### src/rtl/valid_delay_pipe.sv
// valid_delay_pipe: WIDTH-bit, DEPTH-stage ready/valid pipeline register with
// bubble collapse, synchronous flush and a registered occupancy count.
module valid_delay_pipe #(
  parameter int WIDTH = 8,
  parameter int DEPTH = 4,
  parameter int CW    = $clog2(DEPTH + 1)
) (
  input  logic             CLK,
  input  logic             RESET,
  input  logic [WIDTH-1:0] I,
  input  logic             I_valid,
  output logic             I_ready,
  output logic [WIDTH-1:0] O,
  output logic             O_valid,
  input  logic             O_ready,
  input  logic             FLUSH,
  output logic [CW-1:0]    count
);

  logic [WIDTH-1:0] data_r [DEPTH];
  logic [DEPTH-1:0] v_r;
  logic [CW-1:0]    count_r;
  logic [DEPTH-1:0] rdy_s;
  logic [DEPTH-1:0] down_s;
  logic [DEPTH-1:0] load_s;
  logic [DEPTH-1:0] v_next_s;
  logic [WIDTH-1:0] din_s [DEPTH];

  function automatic logic [CW-1:0] popcount(input logic [DEPTH-1:0] vec);
    logic [CW-1:0] n;
    n = {CW{1'b0}};
    for (int i = 0; i < DEPTH; i++) begin
      n = n + CW'(vec[i]);
    end
    return n;
  endfunction

  // Readiness ripples from the output: a stage accepts if it or anything after it has room
  always_comb begin
    logic acc;
    acc    = O_ready;
    rdy_s  = {DEPTH{1'b0}};
    down_s = {DEPTH{1'b0}};
    for (int k = DEPTH - 1; k >= 0; k--) begin
      down_s[k] = acc;
      acc       = acc || !v_r[k];
      rdy_s[k]  = acc;
    end
  end

  assign I_ready = rdy_s[0] && !FLUSH;

  // Transfer network: each stage receives what the previous stage sends this cycle
  always_comb begin
    logic             carry;
    logic             send;
    logic [WIDTH-1:0] prev_d;
    carry    = I_valid && I_ready;
    send     = 1'b0;
    prev_d   = I;
    load_s   = {DEPTH{1'b0}};
    v_next_s = {DEPTH{1'b0}};
    for (int k = 0; k < DEPTH; k++) begin
      send        = v_r[k] && down_s[k];
      load_s[k]   = carry;
      din_s[k]    = prev_d;
      v_next_s[k] = carry || (v_r[k] && !send);
      carry       = send;
      prev_d      = data_r[k];
    end
  end

  // State update: reset clears everything, flush clears valids but keeps data
  always_ff @(posedge CLK) begin
    if (RESET) begin
      v_r     <= {DEPTH{1'b0}};
      count_r <= {CW{1'b0}};
      for (int k = 0; k < DEPTH; k++) begin
        data_r[k] <= {WIDTH{1'b0}};
      end
    end else if (FLUSH) begin
      v_r     <= {DEPTH{1'b0}};
      count_r <= {CW{1'b0}};
    end else begin
      v_r     <= v_next_s;
      count_r <= popcount(v_next_s);
      for (int k = 0; k < DEPTH; k++) begin
        if (load_s[k]) begin
          data_r[k] <= din_s[k];
        end
      end
    end
  end

  assign O       = data_r[DEPTH-1];
  assign O_valid = v_r[DEPTH-1] && !FLUSH;
  assign count   = count_r;

  valid_delay_pipe_checker #(
    .WIDTH(WIDTH),
    .DEPTH(DEPTH),
    .CW   (CW)
  ) u_checker (
    .CLK    (CLK),
    .RESET  (RESET),
    .FLUSH  (FLUSH),
    .I_valid(I_valid),
    .I_ready(I_ready),
    .O_valid(O_valid),
    .O_ready(O_ready),
    .O      (O),
    .count  (count)
  );

endmodule

// Temporal properties of the pipe; simulation-only, no logic.
module valid_delay_pipe_checker #(
  parameter int WIDTH = 8,
  parameter int DEPTH = 4,
  parameter int CW    = $clog2(DEPTH + 1)
) (
  input logic             CLK,
  input logic             RESET,
  input logic             FLUSH,
  input logic             I_valid,
  input logic             I_ready,
  input logic             O_valid,
  input logic             O_ready,
  input logic [WIDTH-1:0] O,
  input logic [CW-1:0]    count
);

  a_hold_stalled: assert property (@(posedge CLK) disable iff (RESET || FLUSH)
    O_valid && !O_ready |=> O_valid && $stable(O));

  a_count_range: assert property (@(posedge CLK) disable iff (RESET)
    count <= CW'(DEPTH));

  a_latency: assert property (@(posedge CLK) disable iff (RESET || FLUSH)
    I_valid && I_ready |-> ##DEPTH O_valid);

endmodule

### config.mk
export PLATFORM = sky130hd
export DESIGN_NAME = valid_delay_pipe
export DESIGN_NICKNAME = d
export VERILOG_FILES = /design/src/rtl/valid_delay_pipe.sv
export SDC_FILE = /design/constraint.sdc
export NUM_CORES = 1
export LEC_CHECK = 0
export ABC_AREA = 1
export CAP_MARGIN = 20
export CORE_MARGIN = 10
export CORE_UTILIZATION = 35
export CTS_CLUSTER_DIAMETER = 120
export CTS_CLUSTER_SIZE = 20
export DETAILED_ROUTE_END_ITERATION = 16
export PLACE_DENSITY_LB_ADDON = 0.2
export SYNTH_ARGS = -nofsm -noshare
export SYNTH_HDL_FRONTEND = slang
export SYNTH_HIERARCHICAL = 1
export SYNTH_SLANG_ARGS = --single-unit
### constraint.sdc
create_clock -name CLK -period 2.5 [get_ports CLK]
set_input_delay 0.5 -clock CLK [delete_from_list [all_inputs] [get_ports CLK]]
set_output_delay 0.5 -clock CLK [all_outputs]
set_load 0.01 [all_outputs]
==> results of run 1 <==
-- worst max-delay path: cells and delay by family --
family                 cells  cell delay, ps
AND/OR/NAND/NOR            3             200
buffers and inverters      4            1140
-- area by class of cell --
class,instances,area (sq um),share of cell area
timing repair buffer,31,295,0.144
tap,52,65.1,0.0317
clock inverter,2,12.5,0.00609
sequential,39,1100,0.536
multi-input combinational,65,327,0.159
clock buffer,6,72.6,0.0353
inverter,48,181,0.0883
-- flip-flops by register name (all words and copies together), names as in the netlist --
register,flops
v_r,4
count,3
data_r,32
-- where the power goes --
| part | internal [uW] | switching (uW) |
|---|---|---|
| sequential | 726 | 6.36 |
| clock | 195 | 215 |
| combinational | 37.8 | 39.6 |
| total | 959 | 261 |
-- final timing paths --
kind         cells past startpoint  slack [ps]  endpoint  startpoint
max                              7         140   I_ready     O_ready
max reg2reg                     11         450  count[1]      v_r[3]
min                              2         540    v_r[2]      v_r[1]
min reg2reg                      2         540    v_r[2]      v_r[1]
-- Yosys cell counts (all sizes together) --
cell type / n
a21oi: 1
buf: 1
clkinv: 1
dfxtp: 7
edfxtp: 32
fa: 1
ha: 2
inv: 47
nand2: 8
nand3: 4
nand4: 4
nor2: 42
o21ai: 2
or3: 1
-- per-layer routing --
metal	up-vias	track usage
met3	5	0.0464
met4	0	0.0300
li1	537	-
met5	-	0
met1	428	0.0627
met2	25	0.116
-- kinds of logic after synthesis --
logic type / after synthesis / synth area share
flops: 39 / 0.680
simple gates: 59 / 0.164
compound gates: 3 / 0.00926
buf+inv: 49 / 0.119
fa+ha+maj: 3 / 0.0278
-- stage by stage --
step	setup slack (ps)	setup TNS, ps	hold WS [ps]
6_report	143	0	541
5_1_grt	47.9	0	558
4_1_cts	124	0	540
3_5_place_dp	-122	-145	532
3_3_place_gp	-56.1	-56.1	521
2_1_floorplan	214	0	490
==> impl_metrics.toml, run 1 <==
[route]
vias_per_cell = 4.09
wl_met1_um = 893
vias = 995
met3_length_um = 240
dr_wl_met2_um = 1180
first_pass_iters = 4
dr.max_layer_used = "met4"
antenna_left = 0
drt_drc_violations_left = 0
wire_per_inst_um = 9.71
drt_iter0_markers = 24
wl_um = 2360

[floorplanning]
die_h_um = 88.0
die_w_um = 88.0
initial_core_util = 0.367
core_sq_um = 4410
top_level_ports = 26
dieArea_sq_um = 7750
rows = 24

[clocking]
clockRootBuffer = "clkbuf_8"
cts.clk_slew.worst_paths_ps = 70
post-cts-setup-buffers = 0
cts_tree = "done"
cts_buffers = 5
htreeDepth = 2
cts_hold_buf = 0
ctsResizeCount = 0
clock_latency_ps = 290
clock-sinks = 39
clockBufferDepth = 2

[worst_setup_path]
startpoint_type = "input port"
slowest_delay_ps = 540
critical_path_class = "input port to output port"
cpMaxStageDelayCell = "clkdlybuf4s50_1"
end_kind = "output port"
cp_cell_sequence = "clkdlybuf4s50_1, nor2_1, nand4_1, buf_4, inv_1, nor2_1, clkdlybuf4s50_1"
cp.arrival_ps = 1860
cp.required_ps = 2000
worst-path-max-fanout = 3

[timing]
clock_skew_ps = 4.24
fmax_mhz = 424
slew_violations = 0
hold_viol_final = 0
relSlewSlack = 0.698
fin_crit_sh = 0.943
rsz0062_at_grt = "false"
tightest_slew_ps = 452
fin_crit_ps = 2360
setup_violations = 0

[run]
drv_cap = 0

[final_layout]
fin_util = 0.465
final_common_cell = "inv_1"
n_fill_cell = 411
n_antenna_cell = 0
drive_gt1_frac = 0.120
num-nets-final = 206
area_growth_pct = 26.8
final_area_sq_um = 2050
final_cell_mix = "inv_1, nor2_1, edfxtp_1, clkdlybuf4s50_1"
stdcell_count = 243

[synth]
netlist.area_leader.share = 0.593
yosysWarnings = 6
syn_area_sq_um = 1620
synth_fp_nets = 169
synth_top_cells_by_area = "edfxtp_1, inv_1, dfxtp_1"
syn_inst = 153
syn_avg_cell_area_sq_um = 10.6
synth_seq_cells = 39
yosysUniqueCellTypes = 17
seq_area_frac_synth = 0.680
synth_top_cell_by_area = "edfxtp_1"

[pwr]
peakVddDrop_mv = 0.326
p_per_area_nw_per_um2 = 594
p_leak_uw = 0.000873
power_uw = 1220

[worst_hold_path]
worstHoldPathType = "flop to flop"

[placed_design]
dpl_cell_area_sq_um = 1970
place_congestion = 0.824
post-dp-hpwl_um = 1860
place_inst = 235
portBuffers = 25

[global_route]
grt-ovfl-total = 0
grt_pass1_wl_um = 4130
grt_usage = 0.0686
grt_max_degree = 13
antenna_found_initial = 0
grt_pass1_vias = 982

[outcome]
status = "completed"
Power figures use the tool's default switching activity.
==> run 2: changes to the inputs <==
- SYNTH_HIERARCHICAL: 1 -> unset
==> results of run 2 <==
Final layout, timing and power as in run 1 (identical DEF).
Main changes from that run: Yosys warning count 6 -> 0
